$ cat config.mk
export PLATFORM = sky130hd
export DESIGN_NAME = freqgen
export DESIGN_NICKNAME = d
export VERILOG_FILES = /design/src/rtl/freqgen.sv
export SDC_FILE = /design/constraint.sdc
export NUM_CORES = 1
export LEC_CHECK = 0
export CELL_PAD_IN_SITES_DETAIL_PLACEMENT = 0
export CELL_PAD_IN_SITES_GLOBAL_PLACEMENT = 1
export CORE_UTILIZATION = 42
export DETAILED_ROUTE_END_ITERATION = 6
export PLACE_DENSITY_LB_ADDON = 0.1
export SYNTH_ARGS = -nofsm -noshare
export SYNTH_HDL_FRONTEND = slang
export SYNTH_SLANG_ARGS = --single-unit
$ cat constraint.sdc
create_clock -name clk -period 3.8 [get_ports clk]
set_clock_uncertainty 0.2 [all_clocks]
set_input_delay 0.57 -clock clk [delete_from_list [all_inputs] [get_ports clk]]
set_output_delay 0.57 -clock clk [all_outputs]
set_load 0.02 [all_outputs]
$ cat src/rtl/freqgen.sv
// Programmable square-wave generator: phase-accumulator divider producing
// `wave` at `freq` Hz, with an inc/dec button FSM (hold + auto-repeat) setting `freq`.
module freqgen #(
  parameter int CLKFREQ   = 27000000,
  parameter int MAXFREQ   = 9999,
  parameter int DEFFREQ   = 1000,
  parameter int HOLD_MS   = 500,
  parameter int REPEAT_MS = 100
) (
  input  logic        clk,
  input  logic        rst,
  input  logic        ce1ms,
  input  logic [1:0]  ptr,
  input  logic        btn_inc,
  input  logic        btn_dec,
  input  logic        en,
  output logic [15:0] freq,
  output logic        wave,
  output logic        rise
);

  localparam int HALF   = CLKFREQ / 2;
  localparam int ACC_W  = $clog2(HALF + MAXFREQ + 1);
  localparam int SUM_W  = ((ACC_W > 16) ? ACC_W : 16) + 1;
  localparam int MS_MAX = (HOLD_MS > REPEAT_MS) ? HOLD_MS : REPEAT_MS;
  localparam int MS_W   = $clog2(MS_MAX + 1);

  localparam logic [SUM_W-1:0] HALF_S     = SUM_W'(HALF);
  localparam logic [16:0]      MAXFREQ_17 = 17'(MAXFREQ);
  localparam logic [MS_W-1:0]  HOLD_LAST  = MS_W'(HOLD_MS - 1);
  localparam logic [MS_W-1:0]  REP_LAST   = MS_W'(REPEAT_MS - 1);

  typedef enum logic [1:0] {
    IDLE,
    HOLD,
    REPEAT
  } state_t;

  function automatic logic [15:0] step_of(input logic [1:0] p);
    case (p)
      2'd0:    step_of = 16'd1;
      2'd1:    step_of = 16'd10;
      2'd2:    step_of = 16'd100;
      default: step_of = 16'd1000;
    endcase
  endfunction

  // Both saturating helpers work 17 bits wide so neither direction can wrap.
  function automatic logic [15:0] sat_inc(input logic [15:0] f, input logic [15:0] st);
    logic [16:0] s;
    s = {1'b0, f} + {1'b0, st};
    if (s > MAXFREQ_17) sat_inc = MAXFREQ_17[15:0];
    else                sat_inc = s[15:0];
  endfunction

  function automatic logic [15:0] sat_dec(input logic [15:0] f, input logic [15:0] st);
    logic [16:0] d;
    d = {1'b0, f} - {1'b0, st};
    if (d[16]) sat_dec = 16'd0;
    else       sat_dec = d[15:0];
  endfunction

  logic [ACC_W-1:0] acc;
  logic [SUM_W-1:0] sum_p0;
  logic             wrap_p0;

  always_comb begin
    sum_p0  = SUM_W'(acc) + SUM_W'(freq);
    wrap_p0 = (sum_p0 >= HALF_S);
  end

  // Stage p0 -> registered wave/rise; accumulator keeps its residue across freq changes.
  always_ff @(posedge clk) begin
    if (rst) begin
      acc  <= '0;
      wave <= 1'b0;
      rise <= 1'b0;
    end else if (en) begin
      if (wrap_p0) begin
        acc  <= ACC_W'(sum_p0 - HALF_S);
        wave <= ~wave;
        rise <= ~wave;
      end else begin
        acc  <= ACC_W'(sum_p0);
        rise <= 1'b0;
      end
    end else begin
      rise <= 1'b0;
    end
  end

  state_t          state;
  logic            inc_q;
  logic            dec_q;
  logic            dir_inc;
  logic [MS_W-1:0] ms_cnt;
  logic            inc_edge;
  logic            dec_edge;
  logic            act_btn;
  logic            oth_btn;
  logic [15:0]     step_val;
  logic [15:0]     freq_step;

  always_comb begin
    inc_edge  = btn_inc & ~inc_q;
    dec_edge  = btn_dec & ~dec_q;
    act_btn   = dir_inc ? btn_inc : btn_dec;
    oth_btn   = dir_inc ? btn_dec : btn_inc;
    step_val  = step_of(ptr);
    freq_step = dir_inc ? sat_inc(freq, step_val) : sat_dec(freq, step_val);
  end

  // Button FSM; the setpoint register is owned here so at most one step lands per clk.
  always_ff @(posedge clk) begin
    if (rst) begin
      state   <= IDLE;
      inc_q   <= 1'b0;
      dec_q   <= 1'b0;
      dir_inc <= 1'b0;
      ms_cnt  <= '0;
      freq    <= 16'(DEFFREQ);
    end else begin
      inc_q <= btn_inc;
      dec_q <= btn_dec;
      case (state)
        IDLE: begin
          if (inc_edge && !btn_dec) begin
            freq    <= sat_inc(freq, step_val);
            dir_inc <= 1'b1;
            ms_cnt  <= '0;
            state   <= HOLD;
          end else if (dec_edge && !btn_inc) begin
            freq    <= sat_dec(freq, step_val);
            dir_inc <= 1'b0;
            ms_cnt  <= '0;
            state   <= HOLD;
          end
        end
        HOLD: begin
          if (!act_btn || oth_btn) begin
            state <= IDLE;
          end else if (ce1ms) begin
            if (ms_cnt == HOLD_LAST) begin
              freq   <= freq_step;
              ms_cnt <= '0;
              state  <= REPEAT;
            end else begin
              ms_cnt <= ms_cnt + MS_W'(1);
            end
          end
        end
        REPEAT: begin
          if (!act_btn || oth_btn) begin
            state <= IDLE;
          end else if (ce1ms) begin
            if (ms_cnt == REP_LAST) begin
              freq   <= freq_step;
              ms_cnt <= '0;
            end else begin
              ms_cnt <= ms_cnt + MS_W'(1);
            end
          end
        end
        default: state <= IDLE;
      endcase
    end
  end

endmodule
After elaboration in Yosys (flattened, before gate mapping)
Cells that the tools add are included.
{ "totals": {"out_inout_bits": 18, "register_bits": 56} }
{ "op_classes": {"muxes": 34, "addsub": 5, "n_reduce_logical": 16, "n_bitwise": 7, "n_lt_le_gt_ge": 2, "eq_ne": 16} }
{ "op_table": {"columns": ["operator", "count"], "rows": [
  ["$mux 16", 11],
  ["$mux 9", 8],
  ["$pmux 16 s3", 1],
  ["$pmux 10 s3", 1],
  ["$pmux 9 s3", 1],
  ["$add 24x16->25", 1],
  ["$ge 25x24->1 const B", 1],
  ["$mux 24", 1],
  ["$sub 24x24->24 const B", 1],
  ["$add 16x16->17", 1],
  ["$gt 17x14->1 const B", 1],
  ["$sub 16x16->17", 1],
  ["$ne 2x2->1 const B", 7],
  ["$mux 2", 6],
  ["$add 9x1->9 const B", 1],
  ["$eq 9x7->1 const B", 1],
  ["$eq 9x9->1 const B", 1],
  ["$ne 3x3->1 const B", 3],
  ["$reduce_and 8->1", 1],
  ["$pmux 2 s3", 1],
  ["$reduce_and 6->1", 1],
  ["$not 1->1", 5],
  ["$eq 2x1->1 const B", 2],
  ["$eq 2x2->1 const B", 2],
  ["11 further kinds", 20]
]} }

Longest topological paths before layout
Gate-level depths: netlist of the first run.
{ "logic_depth": {"depth_word": 10, "ltp_mapped": 17, "ltp_nobuf": 16} }

Least setup slack after synthesis of the first run
No wires, ideal clock.
{ "synth_path": {"path_kind": "reg-to-reg", "startpoint": "register freq[0]", "endpoint": "register acc[17]", "arrival_ns": 3.561, "setup_ns": 0.123, "slack_ns": -0.084, "path_stages_with_launch": 15, "n_path_buf": 0, "cell_sequence": "dfxtp_1 > ha_1 > fa_1 > a211oi_2 > o211ai_2 > a31oi_4 > o31ai_4 > a2111oi_1 > nor3b_1 > nor4_4 > a31oi_4 > a21oi_2 > nand4_1 > nand2_1 > mux2_1"} }
{ "synth_via": {"elab_chain_len": 3, "elab_cells_between_ends": 4, "cone_classes": "add/sub: 2; order compare: 1; mux: 1"} }
{ "synth_lines": {"columns": ["item", "line", "source"], "rows": [
  ["start: declaration", "17", "output logic [15:0] freq,"],
  ["start signal: assignment", "121", "freq <= 16'(DEFFREQ);"],
  ["start signal: assignment", "128", "freq <= sat_inc(freq, step_val);"],
  ["start signal: assignment", "133", "freq <= sat_dec(freq, step_val);"],
  ["$add 24x16->25 *", "68", "sum_p0 = SUM_W'(acc) + SUM_W'(freq);"],
  ["$sub 24x24->24 or $ge 25x24->1 (tied branches)", "80, 69", null],
  ["$mux 24 *", "79", "if (wrap_p0) begin"],
  ["end signal: assignment", "80", "acc <= ACC_W'(sum_p0 - HALF_S);"],
  ["end signal: assignment", "84", "acc <= ACC_W'(sum_p0);"],
  ["end: declaration", "63", "logic [ACC_W-1:0] acc;"]
]} }
Every way passes the cells marked *; elsewhere a longest branch is shown, timed or not.
A chain may end at the register's enable or synchronous reset.

Worst setup path after layout of the first run
{ "layout_path": {"startpoint": "register freq[0]", "endpoint": "register acc[15]"} }
Same word-level chain as after synthesis.

==> results of run 1 <==
[cell type report]
type                       instances  area [sq um]
fill                            1147          4830
multi-input combinational        576          4320
timing repair buffer             181          1440
sequential                        56          1130
tap                              168           210
clock buffer                       5           125
inverter                          22          82.6
clock inverter                     3          28.8
[power by group]
group / internal (uW) / switching [uW] / total (uW) / leakage [uW]
clock: 255 / 257 / 512 / 0.0000767
sequential: 652 / 44.2 / 696 / 0.000459
combinational: 1020 / 1170 / 2190 / 0.00249
total: 1930 / 1470 / 3400 / 0.00303
[per-layer routing]
metal,track usage,wire [um],part of all wire
met1,0.321,7630,0.47
met2,0.450,7990,0.49
met3,0.0334,421,0.026
met4,0.0528,240,0.015
met5,0,0,0
[worst paths after layout]
path	from	to	slack (ps)	cells past startpoint
worst min register to register	wave	rise	280	1
worst max register to register	freq[0]	acc[15]	-160	14
worst min-delay path	wave	rise	280	1
worst max-delay path	freq[0]	acc[15]	-160	14
[cells in the final DEF (no fill, tap or decap), drive strengths merged, types with 9 or more instances in the layout]
cell / netlist / final
nand2: 59 / 59
xnor2: 25 / 25
nor4: 9 / 9
a21oi: 57 / 57
xor2: 24 / 24
and2: 11 / 11
nand2b: 9 / 9
ha: 41 / 41
a31oi: 12 / 12
nor2b: 9 / 9
nor2: 76 / 76
inv: 22 / 25
a211oi: 19 / 19
o21ai: 41 / 41
dfxtp: 56 / 56
buf: 10 / 157
clkdlybuf4s50: 0 / 22
a21o: 15 / 15
nand4: 16 / 16
nor3: 27 / 27
[cells by family (layout without fill, tap and decap cells)]
logic type | after synthesis | in the layout
multiplexers | 9 | 9
XOR/XNOR | 49 | 49
flip-flops | 56 | 56
AND/OR/NAND/NOR | 261 | 261
buffers and inverters | 58 | 211
AO/OA/AOI/OAI | 213 | 213
adder cells (fa/ha/maj) | 44 | 44
[flip-flops by register name (all words and copies together) (netlist names)]
signal and count:
ms_cnt 9, freq 16, wave 1, rise 1
dir_inc 1, state 2, inc_q 1, acc 24
dec_q 1
[critical path, delay by kind of cell, from the launching register on]
| family | cells | cell delay, ps |
|---|---|---|
| compound gates | 5 | 940 |
| fa+ha+maj | 2 | 590 |
| flops | 1 | 360 |
| xor+xnor | 2 | 240 |
| simple gates | 5 | 1500 |
[per-stage QoR]
stage	util	hold slack [ps]	worst slack [ps]	TNS, ps	cell area [sq um]
6_report	0.603	278	-160	-1430	7330
5_1_grt	0.603	311	-277	-3640	7330
4_1_cts	0.580	285	-116	-679	7050
3_5_place_dp	0.550	272	-572	-10020	6690
3_3_place_gp	0.550	255	-437	-8000	6690
2_1_floorplan	-	257	16.3	0	5370
[what timing repair did]
| action | CTS | global route |
|---|---|---|
| gates cloned | 1 | 0 |
| endpoints found under the hold margin | 0 | 0 |
| endpoints found under the setup margin | 32 | 35 |
| gates resized for setup | 34 | 48 |
| hold buffers | 0 | 0 |
| setup buffers | 10 | 11 |
| pin swaps | 24 | 36 |
==> reports/metrics.csv, run 1 <==
metric,value,unit
run_status,"finished, violations left",
violations,setup timing,
wl_per_cell,16.1,um
clk_pin_slew,90,ps
start_kind,flop,
cts-root-buf,clkbuf_16,
fin_ws,-160,ps
vias,5645,
ios,26,
crit_type,flop to flop,
fp.dieH,115,um
syn_nets,742,
track_usage,0.251,
synth_fa_ha_area_frac,0.108,
timing.final.crit_share,1.04,
p_total,3400,uW
cts_inserted_buffers,5,
synth-async-reset-ratio,0,
firstDrtPassIters,4,
synthTopCellsByCount,"76 x nor2_1, 59 x nand2_1, 56 x dfxtp_1",
cts_tree,done,
antenna_left,0,
grt.overflow.total,0,
setup_viol,16,
drc,0,
cp.arrival,3940,ps
yosysWarnings,0,
crit_chain,"ha_4, fa_2, a21o_1, a21oi_2, xnor2_1, nor4_1, and4b_1, or4bb_4, nor4_4, a31oi_4, a211oi_4, nor4b_4, xnor2_1, o22ai_1",
finalHoldViolCount,0,
drt_iter0_drc,242,
synth_area_leaders,"dfxtp_1 21%, ha_1 9.6%, nor2_1 5.4%",
htree_num_levels,2,
crit_path_end_kind,flop,
period_minus_slack,3960,ps
cts.path.max_buffers,2,
cts_num_sinks,56,
slowest_stage,or4bb_4,
drive_gt1_frac,0.301,
synth.avg_cell_area,7.71,sq um
p_leak,0.00303,uW
synthMuxAreaShare,0.0179,
worstMarginPinSlew,550,ps
crit_path_frequent_cell,xnor2_1,
grt_max_degree,33,
diodes,0,
die-area,13100,sq um
rows,40,
avgViaCountPerCell,5.58,
yosys.cell_types.count,82,
hold_class,flop to flop,
cap_violations,0,
grt_pass1_vias,5321,
rsz0062_at_grt,yes,
max_freq,253,MHz
initial_core_util,0.437,
final_max_slew_viol_count,0,
vdd_drop_max,0.000288,V
synth_top_family_by_area,compound AO/OA/AOI/OAI gates,
clkLatencyLatePin,310,ps
ys_seq_area_frac,0.211,
die_w,115,um
dp_hpwl,12200,um
synth_ff_type,dfxtp_1,
grt_pass1_wl,26300,um
slew_headroom,0.633,
power.density,464,nW/um^2
area_growth,37.9,%
path_max_fanout,6,
synth_area_leader_cell,dfxtp_1,
synth_compound_area_frac,0.282,
synth-simple-area-share,0.255,
core,12200,sq um
numPortBuffers,25,
synth_top_area_frac,0.211,
synth-edff-count,0,
syn_inst,690,
synth_area,5320,sq um
post-place-cells,982,
nets,894,
fin_cells,1011,
antenna_found_initial,0,
slowest_delay,490,ps
gp_congestion,0.900,
synth-seq-cells,56,
synth_xor_xnor_area_share,0.0821,
drt_wl_total,16300,um
critPathRequiredTime,3770,ps
yosysMostFrequentCell,nor2_1,
Power figures use the tool's default switching activity.
==> run 2: changes to the inputs <==
- CORE_UTILIZATION: 42 -> 25
- CTS_CLUSTER_DIAMETER: not set -> 100
==> run 2 against run 1 <==
Effect of this change: register-to-register slack got worse by 110 ps; critical endpoint is now acc[11]; first-iteration DRC count fell by 22%; the flow still finishes with violations (setup timing); fmax fell by 2.7%.
==> reports/metrics.csv, run 2 (same netlist as run 1, synthesis figures left out) <==
metric,value,unit
slowest_delay,490,ps
fillers,2202,
critPathBufInv,2,
antenna_found_initial,0,
r2r_cells,16,
run_status,"finished, violations left",
top_register,acc,
start_kind,flop,
intPower,1980,uW
grt_busiest_layer,met2,
switching_share,0.434,
vias,5510,
period_minus_slack,4070,ps
clk_pin_slew,80,ps
drt_wl_total,17700,um
stdcell_area,7550,sq um
grt_use_met3,0.0238,
drive_gt1_frac,0.314,
grt.overflow.total,0,
track_usage,0.170,
max_freq,246,MHz
grt_max_degree,36,
multiInputGateArea,4340,sq um
clkLatencyLatePin,310,ps
crit_type,flop to flop,
firstDrtPassIters,5,
finalHoldViolCount,0,
violations,setup timing,
timing.final.crit_share,1.07,
avgViaCountPerCell,4.92,
crit_chain,"ha_4, fa_2, a21o_1, a21oi_2, xnor2_2, nor4_2, buf_4, and4b_1, or4bb_4, nor4_4, a31oi_4, a211oi_4, buf_6, and3_4, nor3_2, nor3_1",
r2r-end,acc[11],
htree_num_levels,2,
regArea,1130,sq um
nets,901,
die_w,148,um
ios,26,
gp_congestion,0.798,
initial_core_util,0.259,
min_path_cells,1,
hold_path_startpoint,wave,
cap_violations,0,
final_max_slew_viol_count,0,
diodes,0,
cp.arrival,4100,ps
cts-root-buf,clkbuf_16,
slowest_stage,or4bb_4,
p_leak,0.00308,uW
drc,0,
antenna_left,0,
reg2reg_slack,-270,ps
final_cell_mix,"155 x buf_4, 72 x nor2_1, 54 x nand2_1, 52 x dfxtp_1, 45 x a21oi_1",
largestRegisters,"acc x24, freq x16, ms_cnt x9",
critPathRequiredTime,3830,ps
die-area,21900,sq um
largest_reg_flops,24,
grtUsageMet2,0.296,
rsz0062_at_grt,yes,
dp_hpwl,13900,um
final_common_cell,buf_4,
fp.dieH,148,um
final_util,0.367,
cts_num_sinks,56,
use_met1,0.223,
dpl_cell_area,6930,sq um
crit_path_end_kind,flop,
worstMarginPinSlew,507,ps
cts_inserted_buffers,5,
p_seq_frac,0.200,
vdd_drop_max,0.000204,V
clkPwrFrac,0.147,
hold_class,flop to flop,
path_max_fanout,6,
p_comb_frac,0.652,
slew_headroom,0.662,
cts_hold_buf,0,
numPortBuffers,25,
grt_pass1_wl,29600,um
setup_viol,19,
wl_per_cell,15.8,um
cts.path.max_buffers,2,
drt_iter0_drc,188,
area_growth,41.9,%
r2r_start,freq[0],
crit_family,simple AND/OR/NAND/NOR gates,
p_sw,1520,uW
grt_pass1_vias,5698,
core,20600,sq um
fin_ws,-270,ps
cts_tree,done,
power.density,463,nW/um^2
hold-path-endpoint,rise,
rows,52,
-- run 2: power groups by stage --
stage | Combinational, uW | Sequential (uW) | Clock, uW
after floorplan | 1140 | 753 | 0
after global placement | 2080 | 715 | 0
after detailed placement | 2100 | 715 | 0
after CTS | 2210 | 703 | 549
after global routing | 2510 | 707 | 563
final | 2280 | 700 | 515
-- run 2: how the worst max path moves through the flow --
stage	startpoint	end	slack (ps)	cells past startpoint
6_report	freq[0]	acc[11]	-270	16
3_3_place_gp	freq[0]	acc[10]	-530	15
4_1_cts	freq[0]	acc[11]	-330	16
2_1_floorplan	freq[0]	acc[17]	20	13
3_5_place_dp	freq[0]	acc[10]	-580	15
5_1_grt	freq[0]	acc[11]	-430	16
-- run 2: worst register-to-register path, cell delays in order (launching register included) --
cell	delay [ps]
dfxtp_4	360
ha_4	160
fa_2	390
a21o_1	180
a21oi_2	200
xnor2_2	110
nor4_2	190
buf_4	150
and4b_1	190
or4bb_4	490
nor4_4	350
a31oi_4	130
a211oi_4	350
buf_6	170
and3_4	170
nor3_2	50
nor3_1	170
-- run 2: final cells by class --
cell class / count / share of cell area
Clock inverter: 3 / 0.00448
Clock buffer: 5 / 0.0166
Tap cell: 270 / 0.0448
Sequential cell: 56 / 0.150
Inverter: 22 / 0.0109
Multi-Input combinational cell: 576 / 0.575
Timing Repair Buffer: 188 / 0.199
-- run 2: timing repair --
action / CTS / global route
buffers inserted: 4 / 9
setup endpoints to repair: 35 / 34
cloned: 1 / 0
gates resized for setup: 42 / 45
pin swaps: 21 / 27
-- run 2: metrics by stage --
step / instances / setup TNS [ps] / setup WS (ps) / total power (uW) / hold slack, ps
after floorplan: 690 / 0 / 16.3 / 1900 / 257
after detailed placement: 1099 / -16090 / -576 / 2810 / 276
after global placement: 1099 / -14620 / -533 / 2800 / 257
after global routing: 1120 / -6530 / -434 / 3780 / 305
after CTS: 1112 / -4270 / -331 / 3460 / 285
final: 1120 / -3280 / -270 / 3500 / 275
-- run 2: per-layer routing --
layer / part of all wire / up-vias / routed length [um]
met5: 0 / - / 0
met4: 0.012 / 0 / 206
met3: 0.023 / 16 / 403
met2: 0.48 / 64 / 8570
met1: 0.48 / 2595 / 8540
li1: - / 2835 / -
